<file path="config.mk">
export PLATFORM = sky130hd
export DESIGN_NAME = piso_tx
export DESIGN_NICKNAME = d
export VERILOG_FILES = /design/src/rtl/piso_tx.sv
export SDC_FILE = /design/constraint.sdc
export NUM_CORES = 1
export LEC_CHECK = 0
export CORE_UTILIZATION = 45
export CTS_BUF_LIST = sky130_fd_sc_hd__clkbuf_8
export CTS_CLUSTER_SIZE = 16
export DETAILED_ROUTE_END_ITERATION = 8
export PLACE_DENSITY = 0.77
export SETUP_SLACK_MARGIN = 0.3
export SYNTH_ARGS = -nofsm -noshare
export SYNTH_HDL_FRONTEND = slang
export SYNTH_SLANG_ARGS = --single-unit
</file>
<file path="constraint.sdc">
create_clock -name clock -period 1.6 [get_ports clock]
set_clock_uncertainty 0.1 [all_clocks]
set_input_delay 0.32 -clock clock [delete_from_list [all_inputs] [get_ports clock]]
set_output_delay 0.32 -clock clock [all_outputs]
set_load 0.1 [all_outputs]
</file>
<file path="src/rtl/piso_tx.sv">
// piso_tx: parallel-in, serial-out transmitter.
//
// Takes a WIDTH-bit word over a valid/ready handshake and sends it one bit
// per consumed serial cycle on ser_out. The final bit of each word is
// flagged on ser_last. A new word can be taken in the cycle that the final
// bit is consumed, so words can follow each other with no idle cycle.
//
// Parameters
//   WIDTH      bits per word (2..32)
//   MSB_FIRST  1: bit WIDTH-1 goes out first, 0: bit 0 goes out first
//
// Ports
//   clock       system clock, rising edge
//   reset_n     asynchronous active-low reset
//   load_valid  upstream offers load_data
//   load_ready  a word can be accepted this cycle
//   load_data   parallel word to transmit
//   ser_ready   receiver consumes the current serial bit this cycle
//   ser_out     current serial data bit (0 when idle)
//   ser_valid   ser_out holds a valid bit
//   ser_last    current bit is the final bit of the word
//   busy        a word is in flight (same as ser_valid)
module piso_tx #(
  parameter int WIDTH     = 8,
  parameter bit MSB_FIRST = 1'b1
) (
  input  logic             clock,
  input  logic             reset_n,
  input  logic             load_valid,
  output logic             load_ready,
  input  logic [WIDTH-1:0] load_data,
  input  logic             ser_ready,
  output logic             ser_out,
  output logic             ser_valid,
  output logic             ser_last,
  output logic             busy
);

  localparam int CW = $clog2(WIDTH);
  localparam logic [CW-1:0] LAST_IDX = CW'(WIDTH - 1);

  typedef enum logic {
    IDLE  = 1'b0,
    SHIFT = 1'b1
  } state_t;

  state_t           state_reg, state_next;
  logic [WIDTH-1:0] shreg_reg, shreg_next;
  logic [CW-1:0]    cnt_reg, cnt_next;

  logic active;
  logic last_bit;
  logic accept;
  logic [WIDTH-1:0] shreg_shifted;

  assign active   = (state_reg == SHIFT);
  assign last_bit = active && (cnt_reg == LAST_IDX);

  // Ready when idle, or when the final bit is being consumed right now so
  // the next word follows without a gap.
  assign load_ready = !active || (last_bit && ser_ready);
  assign accept     = load_valid && load_ready;

  // Move the next bit toward the output end, zero-filling behind it.
  generate
    if (MSB_FIRST) begin : g_msb
      assign shreg_shifted = {shreg_reg[WIDTH-2:0], 1'b0};
    end else begin : g_lsb
      assign shreg_shifted = {1'b0, shreg_reg[WIDTH-1:1]};
    end
  endgenerate

  always_ff @(posedge clock or negedge reset_n) begin
    if (!reset_n) begin
      state_reg <= IDLE;
      shreg_reg <= '0;
      cnt_reg   <= '0;
    end else begin
      state_reg <= state_next;
      shreg_reg <= shreg_next;
      cnt_reg   <= cnt_next;
    end
  end

  always_comb begin
    state_next = state_reg;
    shreg_next = shreg_reg;
    cnt_next   = cnt_reg;
    if (accept) begin
      // A load takes priority, including over the final-bit consume.
      state_next = SHIFT;
      shreg_next = load_data;
      cnt_next   = '0;
    end else if (active && ser_ready) begin
      if (cnt_reg == LAST_IDX) begin
        state_next = IDLE;
      end else begin
        cnt_next   = cnt_reg + 1'b1;
        shreg_next = shreg_shifted;
      end
    end
  end

  generate
    if (MSB_FIRST) begin : g_out_msb
      assign ser_out = active ? shreg_reg[WIDTH-1] : 1'b0;
    end else begin : g_out_lsb
      assign ser_out = active ? shreg_reg[0] : 1'b0;
    end
  endgenerate

  assign ser_valid = active;
  assign busy      = active;
  assign ser_last  = last_bit;

endmodule

</file>
==> summary.txt <==
Final layout
  • Largest register FFs: 8
  • Final net count: 116
  • Antenna diodes: 0
  • Design area: 1180 um^2
  • Core Util, Final: 86.1%
  • Syn-to-layout area delta: 70.3%
  • Fraction of layout cells with a size suffix above 1: 43.6%
  • Finished Layout Cells: 116

Global route
  • Initial antenna violation count: 0
  • Largest net degree at the start of global routing: 13
  • Vias in the first global route: 610
  • First-pass GRT wire length: 2820 um
  • Remaining Overflow, GRT: 0
  • GR Util All Layers: 26.5%

Floorplan
  • Die width: 41.2 um
  • Die area: 1700 um^2
  • Top-Level Pins: 17
  • Num rows: 13
  • Initial Util: 50.5%
  • Core Region: 1370 um^2
  • Die Y: 41.2 um

Critical path
  • Crit path arrival time: 1.54 ns
  • Crit path capture type: output port
  • Worst endpoint required time: 1.18 ns
  • CP Launch Type: flop
  • Kind of critical path: reg -> out
  • Max stage delay on crit path: 0.40 ns
  • Slowest CP cell: dfrtp_1
  • Critical-path cell list: ha_2 > ha_4 > a21boi_4 > clkinvlp_4 > buf_12
  • CP max FO: 3

Timing
  • Hold Slack: 0.275 ns
  • Fmax: 511 MHz
  • Setup TNS: -2.65 ns
  • RSZ-0062 raised after global routing: yes
  • Tmin final: 1.96 ns
  • Slew Viols, Final: 0
  • Endpoints failing setup: 16
  • PnR worst setup slack: -0.358 ns
  • Hold Vio Cnt, Final: 0
  • Worst-Margin Slew: 0.290 ns
  • Slew HR: 80.6%
  • Final Cycle Share: 122%

Hold path
  • Hold WC Path Type: in -> async

Place
  • Pre-CTS setup slack: -0.433 ns
  • Gpl congestion: 0.789
  • Placed Cells: 102
  • HPWL after DPL: 1240 um
  • PortBufs: 16
  • DP Area: 975 um^2

Yosys
  • Mapped cell area: 691 um^2
  • Number of synthesized register bits: 12
  • Unique cell type count in the Yosys netlist: 20
  • Syn Inst Count: 67
  • Avg Cell Area, Syn: 10.3 um^2
  • Mapped Nets: 81
  • Register area share after synthesis: 43.5%
  • Warnings from Yosys: 0

CTS
  • Sink Count: 12
  • CTS tree: yes
  • Clk slew on worst S/H paths: 0.06 ns
  • Clock latency reported for the late side of the worst-skew pair: 0.24 ns
  • Clock buffer depth: 2
  • Htree depth: 1
  • CTS root buf: clkbuf_8
  • TritonCTS Buffers: 3

Outcome
  • Outcome: complete, but fails checks
  • Failing checks: setup timing

Power and ir drop
  • Peak supply drop: 0.866 mV
  • Power density cells: 1520 nW/um^2
  • Pleak: 0.542 nW
  • Total power: 1.79 mW

Flow run
  • Max-cap viol count: 0

Route
  • Starting DRT DRC Count: 30
  • DRC: 0
  • Final ANT Viol Nets: 0
  • Via count: 688
  • Final wirelength: 2180 um
  • Post-DR wirelength/cell: 18.8 um
  • DR vias/cell: 5.93
  • First drt pass iteration count: 4
-- power breakdown --
part	leakage, nW	total (mW)	internal (mW)	switching, mW
clock	0.0288	0.342	0.218	0.124
sequential	0.154	0.518	0.412	0.106
combinational	0.359	0.927	0.488	0.439
-- cells in the final DEF, fill, tap and decap left out, types with 2 or more instances in the layout --
cell             count
a221o_1              7
a22o_1              12
and2_4               2
buf_12               5
buf_4               13
buf_6                6
clkbuf_8             4
clkdlybuf4s50_1     11
dfrtp_1             11
inv_2                2
nand2_1              7
nor2_1               8
-- final timing paths --
check / slack [ns] / endpoint / from / cells after the start
min: 0.27 / cnt_reg[0]$_DFFE_PN0P_ / reset_n / 2
max in group asynchronous: 0.95 / busy$_DFFE_PN0P_ / reset_n / 2
max reg2reg: -0.26 / shreg_reg[2]$_DFFE_PN0P_ / cnt_reg[0]$_DFFE_PN0P_ / 8
min reg2reg: 0.45 / shreg_reg[7]$_DFFE_PN0P_ / shreg_reg[7]$_DFFE_PN0P_ / 1
min in group clock: 0.45 / shreg_reg[7]$_DFFE_PN0P_ / shreg_reg[7]$_DFFE_PN0P_ / 1
max: -0.36 / load_ready / cnt_reg[0]$_DFFE_PN0P_ / 5
-- cell type report --
cell class	instances	area [um^2]
repair buffers	36	390
flip-flops and latches	12	304
well taps	15	18.8
inverters	3	15.0
clock buffers	4	55.1
fillers	69	190
multi-input cells	46	393
-- critical path: cells and delay by family (launching register included) --
| family | cells | cell delay, ns |
|---|---|---|
| flip-flops | 1 | 0.40 |
| adder cells (fa/ha/maj) | 2 | 0.40 |
| buffers and inverters | 2 | 0.30 |
| AO/OA/AOI/OAI | 1 | 0.19 |
-- cell usage after synthesis --
library cell / number / area share [%]
a21oi_1: 1 / 0.72
nor2b_1: 1 / 0.91
a21boi_2: 1 / 1.6
mux2_2: 1 / 1.6
mux2i_1: 1 / 1.4
nand2_1: 7 / 3.8
a22o_1: 12 / 15
nor2_1: 8 / 4.3
buf_2: 1 / 0.72
buf_6: 2 / 3.3
inv_1: 3 / 1.6
or2_2: 1 / 0.91
clkbuf_1: 2 / 1.1
ha_1: 2 / 3.6
a221oi_1: 1 / 1.3
a21oi_2: 1 / 1.3
dfrtp_1: 12 / 43
a221o_1: 7 / 10
buf_4: 1 / 1.1
and2_1: 2 / 1.8
-- timing repair --
item | in CTS | in global routing
setup endpoints to repair | 17 | 17
pin swaps | 1 | 2
setup buffers | 3 | 7
hold buffers | 0 | 0
resized for setup | 5 | 15
-- layer usage --
layer | track usage [%] | routed length [um] | vias up
met4 | 12.1 | 22 | 0
li1 | - | - | 319
met3 | 3.80 | 74 | 4
met1 | 31.8 | 901 | 343
met2 | 46.1 | 1180 | 22
met5 | 0 | 0 | -
-- kinds of logic (layout without fill, tap and decap cells) --
kind of cell | count (synthesis) | count (layout) | share of synthesized area (%)
buf+inv | 9 | 43 | 7.79
compound gates | 23 | 23 | 30.3
simple gates | 19 | 19 | 11.8
fa+ha+maj | 2 | 2 | 3.62
mux | 2 | 2 | 3.08
flops | 12 | 12 | 43.5
Note: power is estimated with default switching activity, not from simulation.
==> edit (config.mk and constraints unchanged) <==
`WIDTH`: 8 -> 16.
--- a/src/rtl/piso_tx.sv
+++ b/src/rtl/piso_tx.sv
@@ -22,5 +22,5 @@
 //   busy        a word is in flight (same as ser_valid)
 module piso_tx #(
-  parameter int WIDTH     = 8,
+  parameter int WIDTH     = 16,
   parameter bit MSB_FIRST = 1'b1
 ) (
Interface: changed (resized load_data); port bits go from 17 to 25. The function was not compared with the original's and may differ.
==> edit against the unedited design <==
  * The run still ends with setup timing left
  * Maximum frequency is 12% higher
  * Worst setup slack better by 0.21 ns
  * Via count is 35% higher
  * Die area is 48% higher
  * Worst hold slack better by 0.032 ns
  * Sequential cell count is 9 higher
  * Sequential share of layout area is 6.3 points higher
  * Area after synthesis is 51% higher
  * Final area is 40% higher
  * Routed wire length is 24% higher
  * Total power is 32% higher
  * Sequential power is 64% higher
  * Critical path type is now reg2reg
  * Highest routed layer unchanged
==> edit: results (changes against the unedited design) <==
| Metric | Value |
|---|---|
| Post-synthesis sequential area ratio | `50.54% (+7.1 points)` |
| Vias | `930 (+35%)` |
| Via density | `5.741 (-3.2%)` |
| Largest delay share family, worst path | `simple AND/OR/NAND/NOR gates` |
| Slowest CP cell | `dfrtp_1` |
| P_int | `1.552 mW (+39%)` |
| Overall Global Routing Usage | `22.68% (-3.8 points)` |
| Worst Hold Margin | `0.3062 ns (+0.03152 ns)` |
| Setup CP Type | `reg2reg` |
| Antenna fix cells | `0 (unchanged)` |
| DR pass1 iterations | `6 (+2)` |
| WL met2 | `1.423 mm (+21%)` |
| Reg power frac | `36.1% (+7.1 points)` |
| Met3 WL | `100 um (+35%)` |
| Setup TNS | `-2.337 ns (+0.3153 ns)` |
| Placed Instances | `148 (+45%)` |
| Setup violators final | `23 (+7)` |
| Routed WL | `2.695 mm (+24%)` |
| CTS Buf Count | `3 (unchanged)` |
| GPL Wtd Cong | `0.7877 (-0.15%)` |
| Final WS setup | `-0.1463 ns (+0.2115 ns)` |
| Largest net degree at the start of global routing | `22 (+9)` |
| Setup Fix Bufs, Post-CTS | `6 (+3)` |
| Detail Route Antenna Nets | `0 (unchanged)` |
| Slew headroom | `73.45% (-7.2 points)` |
| Vias in the first global route | `943 (+55%)` |
| Worst Path Arrival | `1.79 ns (+0.25 ns)` |
| Peak VDD IR | `0.9901 mV (+14%)` |
| Sw frac | `34.05% (-3.4 points)` |
| Synth area leaders | `dfrtp_1, a221o_2, nor3b_1` |
| H-Tree Depth | `1 (unchanged)` |
| Syn Area/Cell | `11.95 um^2 (+16%)` |
| Post-synth net total | `108 (+33%)` |
| Routed met1 length | `1.145 mm (+27%)` |
| DPL Wire Length | `1.631 mm (+32%)` |
| R2R depth | `4 (-4)` |
| Critical path endpoint | `shreg_reg[6]` |
| Nets | `156 (+34%)` |
| I/O Buffers | `24 (+8)` |
| Max reg flops | `16 (+8)` |
| CTS clock-pin slew for the worst setup and hold paths | `0.07 ns` |
| Worst skew pair latency | `0.26 ns (+0.02 ns)` |
| Share of layout cells above drive strength 1 | `45.52% (+2.0 points)` |
| DRC violation total after the first TritonRoute iteration | `23 (-23%)` |
| CTS resizes | `16 (+11)` |
| Hold Path Class | `in2async` |
| Cell variety after synth | `30 (+50%)` |
| Post-Place Worst Slack | `-0.6061 ns (-0.1734 ns)` |
| Top cells by count, synth | `dfrtp_1, nor3b_1, a221o_2` |
| Status | `finished, violations left` |
| Global-route wire length before repair | `4.209 mm (+50%)` |
| Pleak | `0.7661 nW (+41%)` |
| Placed Area | `1449 um^2 (+49%)` |
| CP max FO | `8 (+5)` |
| Failing checks | `setup timing` |
-- edit: cell types whose count changed after synthesis, moves of 4 or more --
cell / change
a221o_1: -5
a22o_1: -12
nor3b_1: +10
dfrtp_1: +9
nand2_1: -4
nor2_1: -7
a221o_2: +9
inv_1: +5
-- edit: cell type report --
class	instances	area, um^2
clock inverter	1	3.754
sequential	21	529.3
tap	28	35.03
clock buffer	3	41.29
inverter	8	30.03
fill	157	543.0
timing repair buffer	50	519.2
multi-input combinational	51	489.2
-- edit: logic make-up after synthesis --
logic type                 count (synthesis)  share of synthesized area [%]
and+or+nand+nor                           25                          15.64
AOI/OAI and AO/OA                         21                          20.58
muxes                                      3                          3.008
DFF                                       21                          50.54
buffers and inverters                     16                          9.024
adders and majority gates                  1                          1.203
-- edit: layer usage --
metal	track usage, %	up-vias
met1	27.68	468
met5	0	-
met3	3.086	2
met2	39.33	29
li1	-	431
met4	9.524	0
